--- config.mk ---
export PLATFORM = sky130hd
export DESIGN_NAME = axil_reg_responder
export DESIGN_NICKNAME = d
export VERILOG_FILES = /design/src/rtl/axil_pkg.sv /design/src/rtl/axil_regfile.sv /design/src/rtl/axil_reg_responder.sv
export SDC_FILE = /design/constraint.sdc
export NUM_CORES = 1
export LEC_CHECK = 0
export ABC_AREA = 0
export CAP_MARGIN = 20
export CORE_UTILIZATION = 35
export DETAILED_ROUTE_END_ITERATION = 10
export PLACE_DENSITY = 0.62
export SLEW_MARGIN = 10
export SYNTH_ARGS = -nofsm -noshare
export SYNTH_HDL_FRONTEND = slang
export SYNTH_SLANG_ARGS = --single-unit
--- constraint.sdc ---
create_clock -name i_clk -period 2.8 [get_ports i_clk]
set_clock_uncertainty 0.15 [all_clocks]
set_input_delay 0.56 -clock i_clk [delete_from_list [all_inputs] [get_ports i_clk]]
set_output_delay 0.56 -clock i_clk [all_outputs]
set_load 0.02 [all_outputs]
--- src/rtl/axil_pkg.sv ---
// Shared response codes, FSM state encoding and index helper for the AXI4-Lite register responder.
package axil_pkg;

  localparam logic [1:0] RESP_OKAY   = 2'b00;
  localparam logic [1:0] RESP_SLVERR = 2'b10;

  typedef enum logic [2:0] {
    ST_IDLE  = 3'd0,
    ST_WR    = 3'd1,
    ST_BRESP = 3'd2,
    ST_RD    = 3'd3,
    ST_RRESP = 3'd4
  } state_e;

  function automatic logic idx_in_range(input logic [31:0] idx, input int unsigned depth);
    return idx < depth;
  endfunction

endpackage

--- src/rtl/axil_regfile.sv ---
// DEPTH x 32-bit register array with per-byte write strobes and asynchronous clear.
module axil_regfile #(
  parameter int unsigned DEPTH = 16,
  parameter int unsigned IDXW  = 4
) (
  input  logic            i_clk,
  input  logic            i_rst_n,
  input  logic            i_we,
  input  logic [IDXW-1:0] i_widx,
  input  logic [31:0]     i_wdata,
  input  logic [3:0]      i_wstrb,
  input  logic [IDXW-1:0] i_ridx,
  output logic [31:0]     o_rdata
);

  logic [31:0] mem_q [DEPTH];

  always_ff @(posedge i_clk or negedge i_rst_n) begin
    if (!i_rst_n) begin
      for (int unsigned i = 0; i < DEPTH; i++) begin
        mem_q[i] <= '0;
      end
    end else if (i_we) begin
      for (int unsigned b = 0; b < 4; b++) begin
        if (i_wstrb[b]) begin
          mem_q[i_widx][8*b +: 8] <= i_wdata[8*b +: 8];
        end
      end
    end
  end

  assign o_rdata = mem_q[i_ridx];

endmodule

--- src/rtl/axil_reg_responder.sv ---
// AXI4-Lite responder: one transaction at a time, round-robin between simultaneous write and read requests.
module axil_reg_responder
  import axil_pkg::*;
#(
  parameter int unsigned AW    = 12,
  parameter int unsigned DEPTH = 16
) (
  input  logic          i_clk,
  input  logic          i_rst_n,
  input  logic [AW-1:0] i_awaddr,
  input  logic          i_awvalid,
  output logic          o_awready,
  input  logic [31:0]   i_wdata,
  input  logic [3:0]    i_wstrb,
  input  logic          i_wvalid,
  output logic          o_wready,
  output logic [1:0]    o_bresp,
  output logic          o_bvalid,
  input  logic          i_bready,
  input  logic [AW-1:0] i_araddr,
  input  logic          i_arvalid,
  output logic          o_arready,
  output logic [31:0]   o_rdata,
  output logic [1:0]    o_rresp,
  output logic          o_rlast,
  output logic          o_rvalid,
  input  logic          i_rready
);

  localparam int unsigned IW   = AW - 2;
  localparam int unsigned IDXW = (DEPTH > 1) ? $clog2(DEPTH) : 1;

  state_e        state_q, state_d;
  logic          rr_q, rr_d;
  logic          aw_held_q, aw_held_d;
  logic          w_held_q, w_held_d;
  logic [IW-1:0] awidx_q, awidx_d;
  logic [31:0]   wdata_q, wdata_d;
  logic [3:0]    wstrb_q, wstrb_d;
  logic [1:0]    bresp_q, bresp_d;
  logic [1:0]    rresp_q, rresp_d;
  logic [31:0]   rdata_q, rdata_d;

  logic [IW-1:0] wr_idx, rd_idx;
  logic [31:0]   wr_data, rf_rdata;
  logic [3:0]    wr_strb;
  logic          wr_ok, rd_ok, aw_hs, w_hs, wr_both, rf_we;
  logic          unused_addr_lsbs;

  // A channel accepted this cycle is used directly, so the commit can happen in the handshake cycle.
  assign wr_idx  = aw_held_q ? awidx_q : i_awaddr[AW-1:2];
  assign wr_data = w_held_q ? wdata_q : i_wdata;
  assign wr_strb = w_held_q ? wstrb_q : i_wstrb;
  assign rd_idx  = i_araddr[AW-1:2];
  assign wr_ok   = idx_in_range(32'(wr_idx), DEPTH);
  assign rd_ok   = idx_in_range(32'(rd_idx), DEPTH);
  assign aw_hs   = (state_q == ST_WR) && i_awvalid && !aw_held_q;
  assign w_hs    = (state_q == ST_WR) && i_wvalid && !w_held_q;
  assign wr_both = (aw_held_q || aw_hs) && (w_held_q || w_hs);
  assign rf_we   = (state_q == ST_WR) && wr_both && wr_ok;

  assign unused_addr_lsbs = ^{i_awaddr[1:0], i_araddr[1:0]};

  axil_regfile #(
    .DEPTH (DEPTH),
    .IDXW  (IDXW)
  ) u_regfile (
    .i_clk   (i_clk),
    .i_rst_n (i_rst_n),
    .i_we    (rf_we),
    .i_widx  (wr_idx[IDXW-1:0]),
    .i_wdata (wr_data),
    .i_wstrb (wr_strb),
    .i_ridx  (rd_idx[IDXW-1:0]),
    .o_rdata (rf_rdata)
  );

  always_comb begin
    state_d   = state_q;
    rr_d      = rr_q;
    aw_held_d = aw_held_q;
    w_held_d  = w_held_q;
    awidx_d   = awidx_q;
    wdata_d   = wdata_q;
    wstrb_d   = wstrb_q;
    bresp_d   = bresp_q;
    rresp_d   = rresp_q;
    rdata_d   = rdata_q;
    o_awready = 1'b0;
    o_wready  = 1'b0;
    o_arready = 1'b0;
    o_bvalid  = 1'b0;
    o_rvalid  = 1'b0;
    case (state_q)
      ST_IDLE: begin
        if ((i_awvalid || i_wvalid) && (!i_arvalid || !rr_q)) begin
          state_d = ST_WR;
        end else if (i_arvalid) begin
          state_d = ST_RD;
        end
      end
      ST_WR: begin
        o_awready = !aw_held_q;
        o_wready  = !w_held_q;
        if (aw_hs) begin
          aw_held_d = 1'b1;
          awidx_d   = i_awaddr[AW-1:2];
        end
        if (w_hs) begin
          w_held_d = 1'b1;
          wdata_d  = i_wdata;
          wstrb_d  = i_wstrb;
        end
        if (wr_both) begin
          bresp_d = wr_ok ? RESP_OKAY : RESP_SLVERR;
          state_d = ST_BRESP;
        end
      end
      ST_BRESP: begin
        o_bvalid = 1'b1;
        if (i_bready) begin
          aw_held_d = 1'b0;
          w_held_d  = 1'b0;
          rr_d      = 1'b1;
          state_d   = ST_IDLE;
        end
      end
      ST_RD: begin
        o_arready = 1'b1;
        if (i_arvalid) begin
          rdata_d = rd_ok ? rf_rdata : '0;
          rresp_d = rd_ok ? RESP_OKAY : RESP_SLVERR;
          state_d = ST_RRESP;
        end
      end
      ST_RRESP: begin
        o_rvalid = 1'b1;
        if (i_rready) begin
          rr_d    = 1'b0;
          state_d = ST_IDLE;
        end
      end
      default: state_d = ST_IDLE;
    endcase
  end

  always_ff @(posedge i_clk or negedge i_rst_n) begin
    if (!i_rst_n) begin
      state_q   <= ST_IDLE;
      rr_q      <= 1'b0;
      aw_held_q <= 1'b0;
      w_held_q  <= 1'b0;
      awidx_q   <= '0;
      wdata_q   <= '0;
      wstrb_q   <= '0;
      bresp_q   <= RESP_OKAY;
      rresp_q   <= RESP_OKAY;
      rdata_q   <= '0;
    end else begin
      state_q   <= state_d;
      rr_q      <= rr_d;
      aw_held_q <= aw_held_d;
      w_held_q  <= w_held_d;
      awidx_q   <= awidx_d;
      wdata_q   <= wdata_d;
      wstrb_q   <= wstrb_d;
      bresp_q   <= bresp_d;
      rresp_q   <= rresp_d;
      rdata_q   <= rdata_d;
    end
  end

  assign o_bresp = bresp_q;
  assign o_rresp = rresp_q;
  assign o_rdata = rdata_q;
  assign o_rlast = 1'b1;

endmodule

======== Word level (Yosys, flattened, before mapping) ========
Index checks and enable logic that the tools add are counted.
word-level totals
  register bits ........................... 600
  input bits .............................. 67
  output and inout bits ................... 42
operators by class
  $lt $le $gt $ge ......................... 5
  equality and inequality tests ........... 11
  mux-type cells .......................... 48
  bitwise operators ....................... 2
  reduce and logical (&&, ||, !) cells .... 28
operators by type and width
  cell                 number
  $mux 512             7
  $bwmux 512           4
  $demux 32 s4         4
  $mux 32              5
  $bmux 32 s4          1
  $mux 24              1
  $lt 10x5->1 const B  2
  $mux 3               6
  $mux 16              1
  $pmux 3 s5           1
  $ne 2x2->1 const B   6
  $ge 5x5->1 const B   2
  $mux 1               10
  $mux 10              1
  $not 4->5            2
  $logic_and 1x1->1    9
  $reduce_and 3->1     3
  $mux 8               1
  $reduce_and 2->1     4
  $eq 3x2->1 const B   2
  $pmux 1 s2           3
  $lt 5x1->1 const B   1
  $reduce_and 5->1     1
  $logic_not 1->1      4
  8 further kinds      13

======== Longest topological paths before layout ========
  depth in word-level cells ............... 17
  gate-level depth with buffers ........... 6
  gate-level depth less buffers ........... 4

======== By module ========
From an unflattened synthesis, not the netlist that was laid out.
second synthesis, totals
  cells, all modules ...................... 1713
  area total of the unflattened synthesis .. 27624.0 µm²
modules (own cells, without submodules)
  module              instances  cells an instance  area each (µm²)  sequential area each (µm²)
  axil_regfile        1          1435               23618.9          12812.3
  axil_reg_responder  1          278                4005.1           2152.1

======== Least setup slack after synthesis ========
OpenSTA, ideal clock, no wires.
  path type ............................... input port to flip-flop
  start ................................... input port i_awaddr[9]
  end ..................................... register u_regfile.mem_q[504] in the netlist's numbering
  setup time .............................. 125 ps
  data arrival time ....................... 2235 ps
  path slack .............................. 290 ps
  cell stages on the path ................. 6
  buffers on the path ..................... 2
  path through ............................ nor4_1 > nand2_1 > buf_2 > buf_2 > a211oi_2 > mux2_2
between the ends
  longest elaborated chain between the ends .. 3
RTL lines
  element                          line                      source
  from (decl)                      axil_reg_responder.sv:10  input logic [AW-1:0] i_awaddr,
  $mux 10                          axil_reg_responder.sv:51  assign wr_idx = aw_held_q ? awidx_q : i_awaddr[AW-1:2];
  $lt 10x5->1                      axil_pkg.sv:16            return idx < depth;
  $logic_and 1x1->1                axil_reg_responder.sv:60  assign rf_we = (state_q == ST_WR) && wr_both && wr_ok;
  to (signal, indexed assignment)  axil_regfile.sv:26        mem_q[i_widx][8*b +: 8] <= i_wdata[8*b +: 8];
  to (decl)                        axil_regfile.sv:16        logic [31:0] mem_q [DEPTH];
Every way passes these cells.
A chain may end at the register's enable or synchronous reset.

======== Worst setup path after layout ========
  start ................................... register state_q[2]
  end ..................................... output port o_arready
between the ends
  longest elaborated chain between the ends .. 2
RTL lines
  element                 line                       source
  from (decl)             axil_reg_responder.sv:33   state_e state_q, state_d;
  from (signal assigned)  axil_reg_responder.sv:160  state_q <= state_d;
  $eq 3x2->1              axil_reg_responder.sv:94   case (state_q)
  $mux 1                  axil_reg_responder.sv:94
  to (decl)               axil_reg_responder.sv:22   output logic o_arready,
Every way passes these cells.

==> qor.yml <==
status: "finished, final reports clean"
hpwl_mm: 45.3
syn_to_final_growth_pct: 22.9
place_congestion: 0.789
routedWlPerCell_microns: 22.6
slew_headroom_pct: 28.7
p_per_area_nw_per_um2: 673
path_max_fanout: 10
ys_warn_count: 0
wirelength_mm: 69.6
clk_pin_slew_worst_paths_ps: 60
ir_drop_mv: 0.394
port_buffers: 101
mostFrequentLayoutCells: "mux2_2 (621), dfrtp_1 (595), mux4_2 (128), buf_4 (103), clkdlybuf4s50_1 (93)"
drtAntennaViolNets: 0
top_layer: "met5"
synth_ff_type: "dfrtp_1"
period_share_pct: 96.8
tns_ps: 0
die_area_sq_um: 81200
diodes: 0
drtIter0Drc: 1007
synth_seq_area_share_pct: 53.4
start_kind: "flop"
max_clock_freq_ghz: 0.369
cts.path.max_buffers: 3
cts_buffers: 66
clock_sinks: 598
maxCapViolCount: 0
cts_tree: "done"
final_max_slew_viol_count: 0
dr_wl_met2_mm: 34.0
met3_length_mm: 2.42
htree_num_levels: 3
firstDrtPassIters: 5
syn_avg_cell_area_sq_um: 16.1
die_h_microns: 285
worst_pin_slew_ps: 1070
crit_required_ps: 2090
post_synth_instance_area_sq_um: 28000
gr-usage-all-layers_pct: 17.6
clk_latency_ps: 590
final_common_cell: "mux2_2"
finalNonFillerCells: 3078
synthCells: 1741
hold_class: "reg -> reg"
setup_viol: 0
grt_pass1_wl_mm: 110
grt_setup_unrepaired: "no"
grt_max_degree: 87
drt-met1-wl_mm: 31.6
die_x_microns: 285
synth_edf_count: 0
crit_arrival_ps: 2000
async_flop_share_pct: 100
overflow: 0
layout.nets: 2046
cts_setup_buffers: 0
drc_errors: 0
via_per_inst: 5.21
setup_ws_ps: 90.5
synth_seq_cells: 598
critPathKind: "reg -> out"
crit_path_end_kind: "output port"
post-place-cells: 2960
antenna_found_initial: 3
hold_viol: 0
ios: 109
drive_above_1_share_pct: 55.0
postLayoutCoreUtil_pct: 43.5
post-place-ws_ps: -293
ys_types: 44
period_minus_slack_ps: 2710
cts_root_buf: "clkbuf_16"
grt_pass1_vias: 17900
fp-row-count: 103
core_sq_um: 79100
start_util_pct: 35.4
leakage_nw: 15.5
vias: 16000
==> state kept, by name (all words and copies together), names as in the netlist <==
register / cells
w_held_q: 1
wstrb_q: 4
awidx_q: 10
wdata_q: 32
u_regfile.mem_q: 512
o_rdata: 32
o_rresp: 1
state_q: 3
o_bresp: 1
aw_held_q: 1
rr_q: 1
==> cell families after synthesis <==
family                 Yosys count  share of synthesized area, %
AND/OR/NAND/NOR                 86                          1.76
other                            2                        0.0268
buffers and inverters          111                          1.79
multiplexers                   818                          37.7
flip-flops                     598                          53.4
AO/OA/AOI/OAI                  126                          5.32
==> stage by stage <==
stage          total power, mW  hold slack [ps]  cell area [sq um]
3_3_place_gp              14.2              313              32200
5_1_grt                   24.2              355              34400
2_1_floorplan             12.7              114              28000
4_1_cts                   23.5              336              34400
6_report                  23.2              326              34400
3_5_place_dp              14.5              322              32200
==> where the power goes <==
part	leakage [nW]	total (mW)	internal [mW]	switching, mW
Clock	1.11	8.90	5.45	3.45
Sequential	8.24	9.70	9.30	0.409
Combinational	6.17	4.58	1.79	2.80
Total	15.5	23.2	16.5	6.66
==> synth_stat cells, types with 3 or more instances <==
| master | count | area (sq um) |
|---|---|---|
| mux2_1 | 5 | 56.3 |
| buf_1 | 10 | 37.5 |
| mux2i_1 | 64 | 641 |
| nand3_2 | 4 | 40.0 |
| and3b_1 | 7 | 61.3 |
| nor2_1 | 3 | 11.3 |
| nor3_1 | 3 | 15.0 |
| mux4_2 | 128 | 2880 |
| buf_4 | 6 | 45.0 |
| a211oi_4 | 43 | 861 |
| buf_2 | 28 | 140 |
| clkbuf_1 | 63 | 236 |
| mux2_2 | 621 | 6990 |
| nor3b_1 | 6 | 45.0 |
| nor3b_2 | 4 | 50.1 |
| nand2_1 | 45 | 169 |
| o22ai_1 | 15 | 93.8 |
| a211oi_2 | 21 | 263 |
| o21ai_0 | 34 | 170 |
| nor4_1 | 3 | 18.8 |
| dfrtp_1 | 598 | 15000 |
==> what timing repair did <==
action,in CTS,in global routing
hold buffers,1,0
setup endpoints to repair,4,8
hold endpoints to repair,57,0
gates resized for setup,6,1
==> worst paths after layout <==
check / from / to / slack, ps / cells past startpoint
worst max-delay path: state_q[2] / o_arready / 90 / 2
worst min-delay path: o_rdata[7] / o_rdata[7] / 330 / 2
worst max register to register: awidx_q[7] / u_regfile.mem_q[503] / 120 / 7
worst min register to register: o_rdata[7] / o_rdata[7] / 330 / 2
max in group asynchronous: i_rst_n / o_rdata[18] / 1130 / 3
min in group asynchronous: i_rst_n / u_regfile.mem_q[452] / 420 / 2
==> per-layer routing <==
metal | global-route usage [%] | vias to the layer above
met1 | 24.2 | 8658
met5 | 0 | -
li1 | - | 7036
met3 | 2.72 | 98
met2 | 28.8 | 250
met4 | 4.91 | 4
==> critical path, stage by stage, from the launching register on <==
cell and delay [ps]:
dfrtp_2 470, and3b_1 310, clkdlybuf4s50_1 630
==> area by class of cell <==
| cell class | instances | area (sq um) |
|---|---|---|
| multi-input combinational | 1033 | 12600 |
| clock inverter | 11 | 130 |
| timing repair buffer | 279 | 3290 |
| sequential | 598 | 15000 |
| clock buffer | 106 | 2120 |
| tap | 1050 | 1310 |
| inverter | 1 | 3.75 |
| fill | 7016 | 44700 |
(Power assumes the default switching activity.)
